File: config.mk
export PLATFORM = sky130hd
export DESIGN_NAME = led_mmio_bridge
export DESIGN_NICKNAME = d
export VERILOG_FILES = /design/src/rtl/led_mmio_bridge.sv
export SDC_FILE = /design/constraint.sdc
export NUM_CORES = 1
export LEC_CHECK = 0
export CORE_MARGIN = 1
export CORE_UTILIZATION = 44
export DETAILED_ROUTE_END_ITERATION = 10
export PLACE_DENSITY = 0.81
export SLEW_MARGIN = 40
export SYNTH_ARGS = -nofsm -noshare
export SYNTH_HDL_FRONTEND = slang
export SYNTH_SLANG_ARGS = --single-unit
File: constraint.sdc
create_clock -name clk -period 2.55 [get_ports clk]
set_clock_uncertainty 0.2 [all_clocks]
set_input_delay 0.6375 -clock clk [delete_from_list [all_inputs] [get_ports clk]]
set_output_delay 0.6375 -clock clk [all_outputs]
set_load 0.05 [all_outputs]
File: src/rtl/led_mmio_bridge.sv
// led_mmio_bridge: decodes CPU accesses to the LED MMIO window, buffers stores, paces LED writes, serves ordered read-back.
module led_mmio_bridge #(
  parameter logic [31:0] LED_BASE  = 32'hFFFF_FC60,
  parameter int          DEPTH     = 4,
  parameter int          ISSUE_GAP = 1
) (
  input  logic        clk,
  input  logic        rst,
  input  logic        mem_write,
  input  logic        mem_read,
  input  logic [31:0] addr,
  input  logic [31:0] wdata,
  output logic        stall,
  output logic [31:0] rdata,
  output logic        rvalid,
  output logic        err,
  output logic        led_we,
  output logic [1:0]  led_addr,
  output logic [15:0] led_wdata,
  input  logic [15:0] led_rdata
);
  localparam int PW = $clog2(DEPTH);
  localparam int CW = $clog2(DEPTH + 1);
  localparam int GW = $clog2(ISSUE_GAP + 2);
  logic [17:0]   fifo [DEPTH];
  logic [PW-1:0] wr_ptr, rd_ptr;
  logic [CW-1:0] count;
  logic [GW-1:0] gap;
  logic [17:0]   dec, head;
  logic          hit, off_ok, full, empty, push, pop, serve, bad;
  logic          unused_hi;
  assign unused_hi = ^wdata[31:16];
  always_comb begin
    hit    = addr[31:3] == LED_BASE[31:3];
    off_ok = addr[2:0] == 3'd0 || addr[2:0] == 3'd2 || addr[2:0] == 3'd4;
    dec    = addr[2:0] == 3'd2 ? {2'b10, 8'h00, wdata[7:0]} : {addr[2] ? 2'b01 : 2'b00, wdata[15:0]};
    full   = count == CW'(DEPTH);
    empty  = count == '0;
    push   = mem_write & hit & off_ok & ~full;
    // an empty FIFO forwards the incoming store straight to the issue register
    pop    = (~empty | push) & (gap == '0);
    head   = empty ? dec : fifo[rd_ptr];
    serve  = mem_read & ~mem_write & hit & off_ok & empty & ~led_we;
    bad    = hit & (((mem_write | mem_read) & ~off_ok) | (mem_write & mem_read));
    stall  = hit & ((mem_write & full) | (mem_read & ~mem_write & off_ok & ~(empty & ~led_we)));
  end
  always_ff @(posedge clk)
    if (push) fifo[wr_ptr] <= dec;
  always_ff @(posedge clk or posedge rst)
    if (rst) begin
      wr_ptr    <= '0;
      rd_ptr    <= '0;
      count     <= '0;
      gap       <= '0;
      led_we    <= 1'b0;
      led_addr  <= '0;
      led_wdata <= '0;
      rvalid    <= 1'b0;
      rdata     <= '0;
      err       <= 1'b0;
    end else begin
      if (push) wr_ptr <= wr_ptr + PW'(1);
      if (pop) rd_ptr <= rd_ptr + PW'(1);
      count  <= count + CW'(push) - CW'(pop);
      gap    <= pop ? GW'(ISSUE_GAP) : (gap != '0 ? gap - GW'(1) : gap);
      led_we <= pop;
      if (pop) {led_addr, led_wdata} <= head;
      rvalid <= serve;
      if (serve) rdata <= {16'h0000, led_rdata};
      if (bad) err <= 1'b1;
    end
endmodule
Yosys cells after proc, flatten, opt, wreduce, memory -nomap -nowiden
Memory sizes are Yosys's and may differ from the RTL's.
Cells that the tools add are included.
Widths: inputs -> output; s select.

word-level totals
  input bits = 84
  RAM bits = 72
  memories kept = 1
  register bits after elaboration = 46
  logic and storage cells = 61

memory list
  memory  words  width  read ports  clocked after Yosys merged registers in  write ports  RTL line  text
  fifo    4      18     1           0                                        1            25        logic [17:0] fifo [DEPTH];

operators by class
  add/subtract/negate cells = 5
  multiplexer cells = 7
  equal/unequal tests = 4
  reductions and logical operators = 7
  bitwise logic cells = 27

operators by type and width
  cell                  count
  $mux 18               2
  $eq 29x29->1 const B  1
  $and 1x1->1           17
  $eq 3x3->1 const B    2
  $logic_not 3->1       2
  $not 1->1             6
  $add 2x1->2 const B   2
  $mux 2                2
  $or 1x1->1            4
  $reduce_bool 2->1     2
  $add 3x1->3           1
  $eq 3x2->1 const B    1
  $mux 1                3
  $sub 3x1->3           1
  $logic_not 2->1       1
  $logic_or 1x1->1      2
  $sub 2x1->2 const B   1

Logic depth before layout (Yosys ltp)
Gate-level depths: netlist of the first run.

  depth in word-level cells = 8
  mapped depth = 10
  depth with buffers taken out = 10

Worst setup path after synthesis of the first run
OpenSTA, ideal clock, no wires.

  kind = input to register
  start = input addr[23]
  end = register count[2]
  setup slack = -0.606 ns
  arrival time = 2.833 ns
  cell stages on the path = 10
  library setup time = 0.123 ns
  cell sequence = nand4_1 -> or4_4 -> o31ai_1 -> and2_1 -> ha_1 -> inv_1 -> ha_1 -> fa_1 -> xnor2_1 -> xnor2_1

between the ends
  word-level cells in the longest chain between the ends = 7

RTL lines
  item                       RTL line  text
  from (decl)                11        input logic [31:0] addr,
  $eq 29x29->1               34        hit = addr[31:3] == LED_BASE[31:3];
  $and 1x1->1 (3 in series)  39        push = mem_write & hit & off_ok & ~full;
  $or 1x1->1                 41        pop = (~empty | push) & (gap == '0);
  $and 1x1->1                41
  net pop                    30        logic hit, off_ok, full, empty, push, pop, serve, bad;
  $sub 3x1->3                64        count <= count + CW'(push) - CW'(pop);
  to (signal assigned)       64
  to (decl)                  27        logic [CW-1:0] count;

The timed path passes the listed nets, and every way through them passes these cells.
A chain may end at the register's enable or synchronous reset.

Worst setup path after layout of the first run
  start = input addr[24]
  end = output stall

between the ends
  word-level cells in the longest chain between the ends = 2

RTL lines
  item          RTL line  text
  $eq 29x29->1  34
  $and 1x1->1   45        stall = hit & ((mem_write & full) | (mem_read & ~mem_write & off_ok & ~(empty & ~led_we)));
  to (decl)     13        output logic stall,

No other way between the ends.

==> results.tsv, run 1 <==
stage	metric	value	unit
status	status	finished with violations	
status	violations	design-rule violations, negative setup slack	
logic_synthesis	async_reset_ff_share	39.0	%
logic_synthesis	synth-seq-cells	118	
finish	areaGrowthSynthToFinish	42.4	%
die	core_area	11500	µm²
critical_path	r2r_end	count[2]	
placement	place.detailed.hpwl	8800	µm
sta	setup_viol	18	
logic_synthesis	synth_area	5260	µm²
drt	routed.top_layer	met4	
drt	wl_met1	5330	µm
global_route	antenna_found_initial	0	
critical_path	rrSetupSlack	0.05	ns
finish	antenna_cells	0	
die	die-area	12400	µm²
critical_path	cp_cell_sequence	buf_6 > nand4_1 > or4_4 > buf_12 > nor2_4 > o21a_4 > buf_12	
sta	slew_violations	0	
cts	clockBufferDepth	2	
die	dieWidth	111	µm
critical_path	setup.worst_path.class	input pin to output port	
global_route	grt_max_degree	47	
power_and_ir_drop	swShare	29.1	%
drt	drc	38	
drt	ant_nets	0	
power_and_ir_drop	p_int	4.10	mW
cts	cts_tree	built	
finish	stdcell_area	7490	µm²
critical_path	crit_arrival	1.97	ns
drt	vias	3685	
logic_synthesis	postSynthAreaPerCell	15.1	µm²
drt	viasPerCell	5.62	
sta	slew_headroom	63.7	%
power_and_ir_drop	peakVddDrop	1.03	mV
critical_path	crit_path_frequent_cell	buf_12	
die	ios	138	
logic_synthesis	yosys_warnings	0	
hold_path	hold_path.class	flip-flop to flip-flop	
sta	timing.hold.ws	0.283	ns
finish	final_util	65.0	%
power_and_ir_drop	leakage	2.98	nW
logic_synthesis	synth_edf_count	72	
power_and_ir_drop	power.share.combinational	18.6	%
hold_path	hold_start	err	
critical_path	crit_required	1.71	ns
die	dieHeight	111	µm
cts	cts_buffers	17	
placement	gp_congestion	0.809	
power_and_ir_drop	clockPowerShare	42.2	%
power_and_ir_drop	switchingPower	1.68	mW
critical_path	slowest_delay	0.59	ns
sta	setup_ws	-0.255	ns
sta	period_needed	2.81	ns
hold_path	hold-path-endpoint	err	
drt	drt-wirelength-per-cell	20.8	µm
placement	place_area	6770	µm²
cts	cts-root-buf	clkbuf_16	
sta	hold_violations	0	
power_and_ir_drop	powerDensity	772	nW/µm²
cts	worstSkewPairLatency	0.41	ns
sta	tightest_slew	0.545	ns
global_route	globalRouteOverflowTotal	0	
cts	h-tree-depth	4	
finish	final_nets	592	
drt	wl_met3	1070	µm
drt	dr.pass1.iters	9	
critical_path	crit_start	addr[24]	
drt	wl_met2	7030	µm
job	maxCapViolCount	0	
placement	placed_cells	614	
global_route	grt_use_total	23.3	%
critical_path	end_kind	output port	
logic_synthesis	netlist_instances	348	
cts	clock-sinks	118	
drt	drt_first_iter_violations	316	
placement	dpl_worst_slack	-1.02	ns
die	row_count	39	
power_and_ir_drop	p_seq_share	39.2	%
hold_path	whs_path_depth	1	
drt	wirelength	13600	µm
global_route	grt_pass1_wl	21400	µm
power_and_ir_drop	p_total	5.78	mW
critical_path	worstSetupStartpointType	input pin	
sta	rsz0062_at_grt	yes	
sta	tns	-2.36	ns
critical_path	ff2ff_path_depth	10	
finish	layout.cells.non_filler	656	
global_route	first_global_vias	3908	
sta	fmax	356	MHz
logic_synthesis	yosysSeqAreaShare	63.0	%
logic_synthesis	netlist-cell-type-count	52	
sta	finalCritPeriodShare	110	%
critical_path	crit-reg2reg-launch	count[0]	
critical_path	slowest_stage	or4_4	
finish	drive_gt1_share	30.8	%
die	initial_utilization	45.7	%
cts	clk_pin_slew	0.05	ns
critical_path	cp_max_fo	2	
placement	port_buffers	105	
logic_synthesis	ys.flop_type	edfxtp_1	
[logic make-up (layout without fill, tap and decap cells)]
group           after synthesis  count (layout)  share of synthesized area, %
flops                       118             118                          63.0
simple gates                 71              71                          7.37
compound gates               56              56                          9.30
buf+inv                      55             205                          5.54
mux                          35              35                          12.0
fa+ha+maj                     9               9                          2.24
xor+xnor                      3               3                         0.500
other cells                   1              16                        0.0713
[layout make-up]
class	instances	area, µm²
Inverter	19	71.3
Multi-Input combinational cell	190	1860
Clock inverter	14	175
Sequential cell	118	3310
Timing Repair Buffer	154	1460
Fill cell	818	4030
Clock buffer	18	429
Tap cell	143	179
[cell usage in the layout (no fill, tap or decap), drive strengths merged, types with 7 or more instances in the layout]
| cell | netlist | final |
|---|---|---|
| a311o | 8 | 8 |
| buf | 19 | 65 |
| clkbuf | 17 | 20 |
| clkdlybuf4s50 | 0 | 71 |
| conb | 1 | 16 |
| dfrtp | 46 | 46 |
| dlygate4sd2 | 0 | 13 |
| edfxtp | 72 | 72 |
| ha | 7 | 7 |
| inv | 19 | 22 |
| mux2 | 17 | 17 |
| mux4 | 18 | 18 |
| nand2 | 13 | 13 |
| nand4 | 8 | 8 |
| nor2 | 19 | 19 |
| o22a | 9 | 9 |
| o311ai | 16 | 16 |
[worst max-delay path by stage]
stage / to / slack (ns) / depth (start not counted)
2_1_floorplan: count[2] / -0.44 / 10
3_3_place_gp: count[2] / -0.97 / 12
3_5_place_dp: count[2] / -1.02 / 11
4_1_cts: stall / -0.23 / 7
5_1_grt: stall / -0.29 / 7
6_report: stall / -0.26 / 7
[power groups by stage]
| stage | Clock (mW) | Combinational [mW] | Sequential, mW |
|---|---|---|---|
| after CTS | 2.46 | 1.08 | 2.26 |
| after global placement | 0 | 1.06 | 2.29 |
| final | 2.44 | 1.08 | 2.26 |
| after global routing | 2.55 | 1.12 | 2.27 |
| after detailed placement | 0 | 1.07 | 2.29 |
| after floorplan | 0 | 0.247 | 2.68 |
[worst max-delay path: cells and delay by family]
family / cells / cell delay (ns)
AOI/OAI and AO/OA: 1 / 0.15
buffers and inverters: 3 / 0.36
and+or+nand+nor: 3 / 0.81
[state kept, by name, indices dropped and copies added (netlist names), 2 cells and up]
signal / cells
rd_ptr: 2
fifo: 72
wr_ptr: 2
led_wdata: 16
led_addr: 2
gap: 2
rdata: 16
count: 3
[synth_stat cells, types with 3 or more instances]
master	number	area, µm²
a311o_1	8	80.1
and3_1	5	31.3
buf_4	16	120
clkbuf_1	17	63.8
dfrtp_1	46	1150
edfxtp_1	72	2160
ha_1	7	87.6
inv_1	19	71.3
mux2_2	8	90.1
mux2_4	9	135
mux4_2	18	405
nand2_1	13	48.8
nand3_1	5	25.0
nand4_1	8	50.1
nor2_1	19	71.3
nor4_1	3	18.8
o211a_1	3	30.0
o22a_1	9	78.8
o311a_1	6	60.1
o311ai_0	16	140
xnor2_1	3	26.3
[metal layers]
layer	vias up	global-route usage (%)
li1	1635	-
met1	1844	27.6
met2	185	40.0
met3	21	6.80
met4	0	8.92
met5	-	0
[repair_timing]
action,4_1_cts,5_1_grt
buffers inserted,6,4
pin swaps,20,13
hold buffers,0,0
gates cloned,0,0
endpoints found under the setup margin,108,19
resized for setup,95,8
Power figures use the tool's default switching activity.
==> run 2, diff against run 1 <==
--- a/config.mk
+++ b/config.mk
@@ -9,6 +9,7 @@
 export CORE_UTILIZATION = 44
 export DETAILED_ROUTE_END_ITERATION = 10
 export PLACE_DENSITY = 0.81
+export SKIP_CTS_REPAIR_TIMING = 1
 export SLEW_MARGIN = 40
 export SYNTH_ARGS = -nofsm -noshare
 export SYNTH_HDL_FRONTEND = slang
==> results.tsv, run 2 (synthesized netlist as in run 1, its figures left out) <==
stage	metric	value	unit
finish	regArea	3310	µm²
finish	final_nets	591	
finish	drive_gt1_share	29.1	%
drt	ant_nets	0	
placement	port_buffers	105	
global_route	grt_max_degree	47	
sta	rsz0062_at_grt	yes	
drt	vias	3757	
placement	place_area	6770	µm²
sta	hold_violations	0	
global_route	globalRouteOverflowTotal	0	
sta	setup_ws	-0.244	ns
sta	slew_headroom	64.0	%
power_and_ir_drop	powerDensity	762	nW/µm²
global_route	first_global_vias	3867	
cts	cts_buffers	17	
finish	largest_registers	fifo: 72 flops, led_wdata: 16 flops, rdata: 16 flops	
critical_path	rrSetupSlack	0.01	ns
placement	gp_congestion	0.809	
cts	cts_tree	built	
critical_path	setup.worst_path.class	input pin to output port	
critical_path	end_kind	output port	
die	die-area	12400	µm²
finish	multi_input_area	1860	µm²
cts	clockBufferDepth	2	
finish	final_common_cell	edfxtp_1	
die	ios	138	
die	dieHeight	111	µm
finish	fillCellCount	812	
drt	drt-wirelength-per-cell	21.2	µm
critical_path	crit_required	1.71	ns
finish	antenna_cells	0	
drt	viasPerCell	5.74	
sta	finalCritPeriodShare	110	%
power_and_ir_drop	leakage	3.20	nW
cts	clock-sinks	118	
critical_path	crit_arrival	1.96	ns
finish	areaGrowthSynthToFinish	44.5	%
drt	drc	38	
die	dieWidth	111	µm
cts	cts-root-buf	clkbuf_16	
job	maxCapViolCount	0	
drt	drt_first_iter_violations	314	
sta	period_needed	2.79	ns
sta	timing.hold.ws	0.291	ns
finish	regMostFlops	fifo	
sta	slew_violations	0	
die	core_area	11500	µm²
power_and_ir_drop	p_total	5.79	mW
status	violations	design-rule violations, negative setup slack	
drt	dr.pass1.iters	8	
placement	place.detailed.hpwl	8800	µm
die	row_count	39	
critical_path	cp_max_fo	4	
die	initial_utilization	45.7	%
cts	h-tree-depth	4	
finish	layout_common_cells	edfxtp_1 (72), clkdlybuf4s50_1 (71), dfrtp_1 (45)	
power_and_ir_drop	peakVddDrop	1.03	mV
status	status	finished with violations	
sta	setup_viol	3	
global_route	antenna_found_initial	0	
finish	largest_reg_flops	72	
sta	tightest_slew	0.540	ns
global_route	grt_pass1_wl	21300	µm
critical_path	worstSetupStartpointType	input pin	
cts	worstSkewPairLatency	0.41	ns
global_route	grt_use_total	23.0	%
hold_path	hold_path.class	flip-flop to flip-flop	
sta	fmax	358	MHz
finish	stdcell_area	7600	µm²
finish	final_util	66.0	%
cts	clk_pin_slew	0.06	ns
drt	wirelength	13900	µm
==> run 2: cell types whose count changed in the layout (fill, tap and decap cells not counted), sizes merged <==
cell           before  now
buf                65   52
clkbuf             20   21
dlygate4sd2        13    0
dlymetal6s2s        0   27
clkdlybuf4s15       3    0
==> run 2: area by class of cell <==
cell class                      instances  area share [%]
Clock buffer                           18            5.65
Clock inverter                         14            2.31
Inverter                               19           0.939
Multi-Input combinational cell        190            24.5
Sequential cell                       118            43.6
Tap cell                              143            2.35
Timing Repair Buffer                  153            20.6
==> run 2: power breakdown <==
group	internal [mW]	switching, mW
Sequential	2.15	0.113
Clock	1.55	0.892
Combinational	0.406	0.677
==> run 2: critical path, stage by stage <==
cell and delay [ns]:
clkbuf_2 0.08, nand4_1 0.11, or4_4 0.61, buf_12 0.16, nor2_4 0.08, o21a_4 0.15
buf_12 0.13
==> run 2: path summary, 6_finish.rpt <==
check	start	end	cells after the start
worst max-delay path	addr[18]	stall	7
worst min-delay path	err	err	1
worst max register to register	count[0]	count[2]	10
worst min register to register	err	err	1
max in group asynchronous	rst	rd_ptr[1]	3
min in group asynchronous	rst	rdata[10]	3
==> run 2: metrics by stage <==
stage	cells	setup TNS, ns	setup WS, ns
after floorplan	363	-2.34	-0.444
after global placement	614	-71.30	-0.968
after detailed placement	614	-74.60	-1.02
after CTS	646	-28.59	-0.787
after global routing	655	-0.653	-0.297
final	655	-0.512	-0.244
==> run 2: layer usage <==
layer | global-route usage, % | wire (µm) | vias up
met5 | 0 | 0 | -
met4 | 8.38 | 191 | 0
met3 | 6.31 | 1240 | 21
met2 | 39.7 | 7130 | 215
met1 | 27.7 | 5330 | 1886
li1 | - | - | 1635
==> run 3, diff against run 2 <==
--- a/config.mk
+++ b/config.mk
@@ -7,6 +7,7 @@
 export LEC_CHECK = 0
 export CORE_MARGIN = 1
 export CORE_UTILIZATION = 44
+export CTS_CLUSTER_SIZE = 25
 export DETAILED_ROUTE_END_ITERATION = 10
 export PLACE_DENSITY = 0.81
 export SKIP_CTS_REPAIR_TIMING = 1
==> results of run 3 <==
No change in the layout: final DEF, timing and power equal those of run 2.
